<file path="src/rtl/calckit_pkg.sv">
// Shared constants and the reader FSM state encoding for the calculator kit.
package calckit_pkg;

  localparam int DEF_DATA_W = 16;  // storage element width
  localparam int DEF_IDX_W  = 3;   // row/column/dimension width
  localparam int DEF_SLOT_W = 2;   // storage slot index width
  localparam int MAX_DIM    = 7;   // largest legal row or column count

  typedef enum logic [1:0] {
    IDLE     = 2'd0,
    DIM_WAIT = 2'd1,
    EL_WAIT  = 2'd2,
    EL_OUT   = 2'd3
  } rd_state_e;

endpackage

</file>
<file path="src/rtl/matrix_reader_if.sv">
// Bundle for matrix_reader: control, storage read port and output beat stream.
// The master modport is the reader itself; slave is the surrounding system.
interface matrix_reader_if
  import calckit_pkg::*;
#(
  parameter int DATA_W = DEF_DATA_W,
  parameter int IDX_W  = DEF_IDX_W,
  parameter int SLOT_W = DEF_SLOT_W
);

  // control
  logic              start;
  logic [SLOT_W-1:0] src_slot;
  logic              busy;
  logic              done;
  logic              err;

  // storage read port (dimensions and elements)
  logic              dim_rd_en;
  logic [SLOT_W-1:0] rd_slot_idx;
  logic [IDX_W-1:0]  dim_m;
  logic [IDX_W-1:0]  dim_n;
  logic              rd_en;
  logic [IDX_W-1:0]  rd_row;
  logic [IDX_W-1:0]  rd_col;
  logic [DATA_W-1:0] rd_data;

  // output beat stream
  logic              out_valid;
  logic              out_ready;
  logic [DATA_W-1:0] out_data;
  logic [IDX_W-1:0]  out_row;
  logic [IDX_W-1:0]  out_col;
  logic              out_row_last;
  logic              out_last;

  modport master (
    input  start, src_slot, dim_m, dim_n, rd_data, out_ready,
    output busy, done, err, dim_rd_en, rd_slot_idx, rd_en, rd_row, rd_col,
           out_valid, out_data, out_row, out_col, out_row_last, out_last
  );

  modport slave (
    output start, src_slot, dim_m, dim_n, rd_data, out_ready,
    input  busy, done, err, dim_rd_en, rd_slot_idx, rd_en, rd_row, rd_col,
           out_valid, out_data, out_row, out_col, out_row_last, out_last
  );

endinterface

</file>
<file path="src/rtl/matrix_reader.sv">
// Reads one storage slot: fetches its dimensions, then streams every element
// in row-major order on a valid/ready interface. Storage reads have one cycle
// of latency, so each wait state spends one cycle with its strobe high and
// samples the returned value on the following edge.
module matrix_reader
  import calckit_pkg::*;
#(
  parameter int DATA_W = DEF_DATA_W,
  parameter int IDX_W  = DEF_IDX_W,
  parameter int SLOT_W = DEF_SLOT_W
) (
  input  logic             clk,
  input  logic             rst_n,
  matrix_reader_if.master  bus
);

  localparam logic [IDX_W-1:0] IDX_ZERO = '0;
  localparam logic [IDX_W-1:0] IDX_ONE  = IDX_W'(1);

  rd_state_e         state_q, state_d;
  logic              busy_q, busy_d;
  logic              done_q, done_d;
  logic              err_q, err_d;
  logic              dim_rd_en_q, dim_rd_en_d;
  logic              rd_en_q, rd_en_d;
  logic [SLOT_W-1:0] rd_slot_idx_q, rd_slot_idx_d;
  logic [IDX_W-1:0]  m_l_q, m_l_d;
  logic [IDX_W-1:0]  n_l_q, n_l_d;
  logic [IDX_W-1:0]  i_q, i_d;     // walker row, doubles as rd_row
  logic [IDX_W-1:0]  j_q, j_d;     // walker column, doubles as rd_col
  logic              out_valid_q, out_valid_d;
  logic [DATA_W-1:0] out_data_q, out_data_d;
  logic [IDX_W-1:0]  out_row_q, out_row_d;
  logic [IDX_W-1:0]  out_col_q, out_col_d;
  logic              out_row_last_q, out_row_last_d;
  logic              out_last_q, out_last_d;

  // State register and all registered outputs, cleared asynchronously
  always_ff @(posedge clk or negedge rst_n) begin
    if (!rst_n) begin
      state_q        <= IDLE;
      busy_q         <= 1'b0;
      done_q         <= 1'b0;
      err_q          <= 1'b0;
      dim_rd_en_q    <= 1'b0;
      rd_en_q        <= 1'b0;
      rd_slot_idx_q  <= '0;
      m_l_q          <= '0;
      n_l_q          <= '0;
      i_q            <= '0;
      j_q            <= '0;
      out_valid_q    <= 1'b0;
      out_data_q     <= '0;
      out_row_q      <= '0;
      out_col_q      <= '0;
      out_row_last_q <= 1'b0;
      out_last_q     <= 1'b0;
    end else begin
      state_q        <= state_d;
      busy_q         <= busy_d;
      done_q         <= done_d;
      err_q          <= err_d;
      dim_rd_en_q    <= dim_rd_en_d;
      rd_en_q        <= rd_en_d;
      rd_slot_idx_q  <= rd_slot_idx_d;
      m_l_q          <= m_l_d;
      n_l_q          <= n_l_d;
      i_q            <= i_d;
      j_q            <= j_d;
      out_valid_q    <= out_valid_d;
      out_data_q     <= out_data_d;
      out_row_q      <= out_row_d;
      out_col_q      <= out_col_d;
      out_row_last_q <= out_row_last_d;
      out_last_q     <= out_last_d;
    end
  end

  // Next-state logic: sequencing, walker advance and beat capture
  always_comb begin
    state_d        = state_q;
    busy_d         = busy_q;
    done_d         = 1'b0;
    err_d          = 1'b0;
    dim_rd_en_d    = 1'b0;
    rd_en_d        = 1'b0;
    rd_slot_idx_d  = rd_slot_idx_q;
    m_l_d          = m_l_q;
    n_l_d          = n_l_q;
    i_d            = i_q;
    j_d            = j_q;
    out_valid_d    = out_valid_q;
    out_data_d     = out_data_q;
    out_row_d      = out_row_q;
    out_col_d      = out_col_q;
    out_row_last_d = out_row_last_q;
    out_last_d     = out_last_q;

    case (state_q)
      IDLE: begin
        if (bus.start) begin
          rd_slot_idx_d = bus.src_slot;
          busy_d        = 1'b1;
          dim_rd_en_d   = 1'b1;
          state_d       = DIM_WAIT;
        end
      end

      DIM_WAIT: begin
        // strobe cycle first; dimensions are returned the cycle after it
        if (!dim_rd_en_q) begin
          m_l_d = bus.dim_m;
          n_l_d = bus.dim_n;
          if (bus.dim_m == IDX_ZERO || bus.dim_n == IDX_ZERO) begin
            done_d  = 1'b1;
            err_d   = 1'b1;
            busy_d  = 1'b0;
            state_d = IDLE;
          end else begin
            i_d     = '0;
            j_d     = '0;
            rd_en_d = 1'b1;
            state_d = EL_WAIT;
          end
        end
      end

      EL_WAIT: begin
        if (!rd_en_q) begin
          out_data_d     = bus.rd_data;
          out_row_d      = i_q;
          out_col_d      = j_q;
          out_row_last_d = (j_q == n_l_q - IDX_ONE);
          out_last_d     = (i_q == m_l_q - IDX_ONE) && (j_q == n_l_q - IDX_ONE);
          out_valid_d    = 1'b1;
          state_d        = EL_OUT;
        end
      end

      EL_OUT: begin
        if (bus.out_ready) begin
          out_valid_d = 1'b0;
          if (out_last_q) begin
            done_d  = 1'b1;
            busy_d  = 1'b0;
            state_d = IDLE;
          end else begin
            // compare against the latched width before incrementing so a
            // full 7-wide row never needs an eighth column value
            if (j_q == n_l_q - IDX_ONE) begin
              j_d = '0;
              i_d = i_q + IDX_ONE;
            end else begin
              j_d = j_q + IDX_ONE;
            end
            rd_en_d = 1'b1;
            state_d = EL_WAIT;
          end
        end
      end

      default: state_d = IDLE;
    endcase
  end

  assign bus.busy         = busy_q;
  assign bus.done         = done_q;
  assign bus.err          = err_q;
  assign bus.dim_rd_en    = dim_rd_en_q;
  assign bus.rd_slot_idx  = rd_slot_idx_q;
  assign bus.rd_en        = rd_en_q;
  assign bus.rd_row       = i_q;
  assign bus.rd_col       = j_q;
  assign bus.out_valid    = out_valid_q;
  assign bus.out_data     = out_data_q;
  assign bus.out_row      = out_row_q;
  assign bus.out_col      = out_col_q;
  assign bus.out_row_last = out_row_last_q;
  assign bus.out_last     = out_last_q;

endmodule

</file>
<file path="src/flat_wrapper.sv">
// flat-port wrapper written by rule: the top's interface ports become plain ports
module matrix_reader_flat import calckit_pkg::*;
#(
  parameter int DATA_W = DEF_DATA_W,
  parameter int IDX_W  = DEF_IDX_W,
  parameter int SLOT_W = DEF_SLOT_W
)
  (clk, rst_n, bus_start, bus_src_slot, bus_dim_m, bus_dim_n, bus_rd_data, bus_out_ready, bus_busy, bus_done, bus_err, bus_dim_rd_en, bus_rd_slot_idx, bus_rd_en, bus_rd_row, bus_rd_col, bus_out_valid, bus_out_data, bus_out_row, bus_out_col, bus_out_row_last, bus_out_last);
  matrix_reader_if #(.DATA_W(DATA_W), .IDX_W(IDX_W), .SLOT_W(SLOT_W)) bus_i ();
  input  logic clk;
  input  logic rst_n;
  input wire logic [$bits(bus_i.start)-1:0] bus_start;
  input wire logic [$bits(bus_i.src_slot)-1:0] bus_src_slot;
  input wire logic [$bits(bus_i.dim_m)-1:0] bus_dim_m;
  input wire logic [$bits(bus_i.dim_n)-1:0] bus_dim_n;
  input wire logic [$bits(bus_i.rd_data)-1:0] bus_rd_data;
  input wire logic [$bits(bus_i.out_ready)-1:0] bus_out_ready;
  output wire logic [$bits(bus_i.busy)-1:0] bus_busy;
  output wire logic [$bits(bus_i.done)-1:0] bus_done;
  output wire logic [$bits(bus_i.err)-1:0] bus_err;
  output wire logic [$bits(bus_i.dim_rd_en)-1:0] bus_dim_rd_en;
  output wire logic [$bits(bus_i.rd_slot_idx)-1:0] bus_rd_slot_idx;
  output wire logic [$bits(bus_i.rd_en)-1:0] bus_rd_en;
  output wire logic [$bits(bus_i.rd_row)-1:0] bus_rd_row;
  output wire logic [$bits(bus_i.rd_col)-1:0] bus_rd_col;
  output wire logic [$bits(bus_i.out_valid)-1:0] bus_out_valid;
  output wire logic [$bits(bus_i.out_data)-1:0] bus_out_data;
  output wire logic [$bits(bus_i.out_row)-1:0] bus_out_row;
  output wire logic [$bits(bus_i.out_col)-1:0] bus_out_col;
  output wire logic [$bits(bus_i.out_row_last)-1:0] bus_out_row_last;
  output wire logic [$bits(bus_i.out_last)-1:0] bus_out_last;
  assign bus_i.start = bus_start;
  assign bus_i.src_slot = bus_src_slot;
  assign bus_i.dim_m = bus_dim_m;
  assign bus_i.dim_n = bus_dim_n;
  assign bus_i.rd_data = bus_rd_data;
  assign bus_i.out_ready = bus_out_ready;
  assign bus_busy = bus_i.busy;
  assign bus_done = bus_i.done;
  assign bus_err = bus_i.err;
  assign bus_dim_rd_en = bus_i.dim_rd_en;
  assign bus_rd_slot_idx = bus_i.rd_slot_idx;
  assign bus_rd_en = bus_i.rd_en;
  assign bus_rd_row = bus_i.rd_row;
  assign bus_rd_col = bus_i.rd_col;
  assign bus_out_valid = bus_i.out_valid;
  assign bus_out_data = bus_i.out_data;
  assign bus_out_row = bus_i.out_row;
  assign bus_out_col = bus_i.out_col;
  assign bus_out_row_last = bus_i.out_row_last;
  assign bus_out_last = bus_i.out_last;
  matrix_reader #(.DATA_W(DATA_W), .IDX_W(IDX_W), .SLOT_W(SLOT_W)) u_core (.clk(clk), .rst_n(rst_n), .bus(bus_i));
endmodule
</file>
<file path="config.mk">
export PLATFORM = sky130hd
export DESIGN_NAME = matrix_reader_flat
export DESIGN_NICKNAME = d
export VERILOG_FILES = /design/src/rtl/calckit_pkg.sv /design/src/rtl/matrix_reader_if.sv /design/src/rtl/matrix_reader.sv /design/src/flat_wrapper.sv
export SDC_FILE = /design/constraint.sdc
export NUM_CORES = 1
export LEC_CHECK = 0
export CORE_MARGIN = 2
export CORE_UTILIZATION = 41
export CTS_CLUSTER_DIAMETER = 30
export CTS_CLUSTER_SIZE = 20
export DETAILED_ROUTE_END_ITERATION = 8
export GPL_TIMING_DRIVEN = 0
export HOLD_SLACK_MARGIN = 0.15
export PLACE_DENSITY_LB_ADDON = 0.1
export RECOVER_POWER = 25
export SYNTH_ARGS = -nofsm -noshare
export SYNTH_HDL_FRONTEND = slang
export SYNTH_SLANG_ARGS = --single-unit
</file>
<file path="constraint.sdc">
create_clock -name clk -period 1.6 [get_ports clk]
set_input_delay 0.24 -clock clk [delete_from_list [all_inputs] [get_ports clk]]
set_output_delay 0.24 -clock clk [all_outputs]
set_load 0.005 [all_outputs]
</file>
==> run metrics <==
status=finished, violations left; violated checks=negative setup slack; share of the yosys chip area belonging to registers=0.578; initial antenna violation count=0; fmax=582 MHz; Netlist cell types=31; CP Cell Sequence=inv_2, ha_4, xnor2_4, or3_4, nor4_4, mux2_4; share of cells above drive strength 1=0.302; Setup WS pre-CTS=-0.403 ns; Fillers=361; ANT nets after route=0; yosys warns=0; Routed WL per cell=16.0 µm; Rows=25; Hold Vio Cnt, Final=0; H-tree levels=2; crit-path max FO=3; Cells after Synth=155; CTS tree=yes; die height=73.7 µm; Total Routing Usage GR=0.178; Int Pwr=0.00325 W; number of detailed-route iterations in the first pass=4; Root Buffer=clkbuf_8; crit path time final=1.72 ns; Top FF cell, synth=dfrtp_1; #FFs+latches synth=46; Synth top area share=0.578; hold slack=0.435 ns; Critical Path RT=1.86 ns; final setup vio count=5; final net count=273; Worst VDD drop=0.781 mV; initial core utilization=0.424; num ports=66; FF-to-FF setup slack=-0.12 ns; first-pass GRT wire length=7320 µm; vias in the first global route=1,570; grt total ovfl=0; Clock Path Buffers=2; worst-case reg-to-reg path depth=6; Final period util=1.07; area delta synth->final=54.4%; DR iter-0 viols=23; Max Clock Skew=0.0181 ns; syn nets=187; Post-Syn Area=1990 µm²; Tightest Pin Transition=0.553 ns; reg2reg end=u_core.bus.out_last$_DFFE_PN0P_; # clock sinks=46; port bufs=65; Synth async-reset ratio=1.00; PnR worst setup slack=-0.119 ns; Yosys top cell by area=dfrtp_1; RSZ-0062 raised after global routing=true; Post-Syn Area per Cell=12.8 µm²; commonest cells in the netlist=dfrtp_1 (46), mux2_2 (28), nand2_1 (15), o21ai_0 (9), inv_1 (8); power density cells=1440 nW/µm²; n_diodes=0; worst flop-to-flop path startpoint=u_core.n_l_q[0]$_DFFE_PN0P_; vias per cell=5.17; leak pwr=1.31 nW; RD Place Congestion=0.738; Worst EP arrival=1.98 ns; largest net degree at the start of global routing=26; switching share of power=0.265; Clock power frac=0.242; Horiz. Die Dim=73.7 µm; combinational share of power=0.385; Setup crit end kind=flip-flop; synth top area cells=dfrtp_1 (58%), mux2_2 (16%), nand2_1 (2.8%), xnor2_1 (2.6%), ha_1 (2.5%); Slew headroom=0.631; Clk pin slew, worst setup/hold paths=0.10 ns; part of the power in registers=0.374; slowest stage delay, CP=0.42 ns; Min-Delay Path Class=in -> async; count leader, synth=dfrtp_1; via count=1,530; die area=5430 µm²; slowest CP cell=or3_4; CTS buffer count=5; Net Sw Power=0.00117 W; max-cap violations=0; fin. max-slew vios=0; clk_lat worst skew=0.31 ns; HPWL after detailed placement=3270 µm; Detailed Route WL=4730 µm; Remaining DRCs=0; core region area=4690 µm²; Critical Path Source Type=flip-flop; Post-synth EDFFs=0; Crit Path Category=reg -> reg; critical path startpoint=u_core.n_l_q[0]$_DFFE_PN0P_
## registers in the layout, summed over array words and instances, names as in the netlist, 2 cells and up
signal and cells:
u_core.bus.out_col 3, u_core.bus.out_row 3, u_core.bus.rd_col 3, u_core.bus.rd_slot_idx 2, u_core.bus.rd_row 3, u_core.m_l_q 3, u_core.bus.out_data 16, u_core.state_q 2
u_core.n_l_q 3
## worst max-delay path: cells and delay by family (launching register included)
family	cells	cell delay (ns)
simple gates	2	0.66
flops	1	0.41
fa+ha+maj	1	0.21
mux	1	0.18
xor+xnor	1	0.13
buf+inv	1	0.08
## worst max-delay path by stage
stage               cells after the start  slack, ns                                   to
floorplan                               4      0.008  u_core.bus.out_data[10]$_DFFE_PN0P_
global placement                        1      -0.92   u_core.bus.out_data[7]$_DFFE_PN0P_
detailed placement                      5      -0.40     u_core.bus.rd_col[2]$_DFFE_PN0P_
CTS                                     6       -0.1      u_core.bus.out_last$_DFFE_PN0P_
global route                            7      -0.19     u_core.bus.rd_row[1]$_DFFE_PN0P_
finish                                  6      -0.12      u_core.bus.out_last$_DFFE_PN0P_
## area by class of cell
class / count / area [µm²] / area share
plain buffers: 6 / 46.3 / 0.0151
flip-flops and latches: 46 / 1160 / 0.377
inverters: 8 / 30.0 / 0.00977
multi-input cells: 95 / 867 / 0.282
well taps: 54 / 67.6 / 0.0220
repair buffers: 79 / 762 / 0.248
clock buffers: 6 / 82.6 / 0.0269
clock inverters: 2 / 60.1 / 0.0195
## metal layers
metal  GRT usage  share of wire  wire (µm)  up-vias
met5           0              0          0        -
met4      0.0424          0.010         48        0
met3      0.0604          0.062        292        7
met2       0.303           0.53       2490       43
met1       0.217           0.40       1890      766
li1            -              -          -      714
## power by group through the flow
stage	Combinational, W	Sequential (W)	Clock (W)
2_1_floorplan	0.000626	0.00166	0
3_3_place_gp	0.00140	0.00164	0
3_5_place_dp	0.00143	0.00166	0
4_1_cts	0.00154	0.00164	0.00108
5_1_grt	0.00183	0.00170	0.00112
6_report	0.00170	0.00165	0.00107
## cells in the final DEF, fill, tap and decap left out, drive strengths merged, types with 4 or more instances in the layout
cell           synthesis  final
clkbuf                 3      9
inv                    8      8
dfrtp                 46     46
xnor2                  6      6
nand2                 15     15
mux2                  28     28
ha                     4      4
buf                    3     17
o21ai                  9      9
clkdlybuf4s50          0     64
## kinds of logic after synthesis
family | share of synthesized area
DFF | 0.578
and+or+nand+nor | 0.0968
xor gates and xnor gates | 0.0383
AOI/OAI and AO/OA | 0.0748
muxes | 0.158
buffers and inverters | 0.0283
adders and majority gates | 0.0251
## per-stage QoR
step	std cells	cell area (µm²)	TNS (ns)	util	power, W
6_report	296	3070	-0.419	0.655	0.00442
5_1_grt	296	3070	-1.02	0.655	0.00465
3_3_place_gp	274	2710	-50.05	0.577	0.00304
4_1_cts	290	2960	-0.360	0.631	0.00426
2_1_floorplan	155	1990	0	-	0.00229
3_5_place_dp	275	2720	-8.61	0.581	0.00309
## what timing repair did
action | CTS | global route
gates resized for setup | 8 | 31
setup buffers | 6 | 5
setup endpoints to repair | 30 | 38
cloned | 0 | 1
pin swaps | 4 | 7
endpoints found under the hold margin | 21 | 0
hold buffers | 1 | 0
No activity file was read; power rests on OpenSTA's default activity.
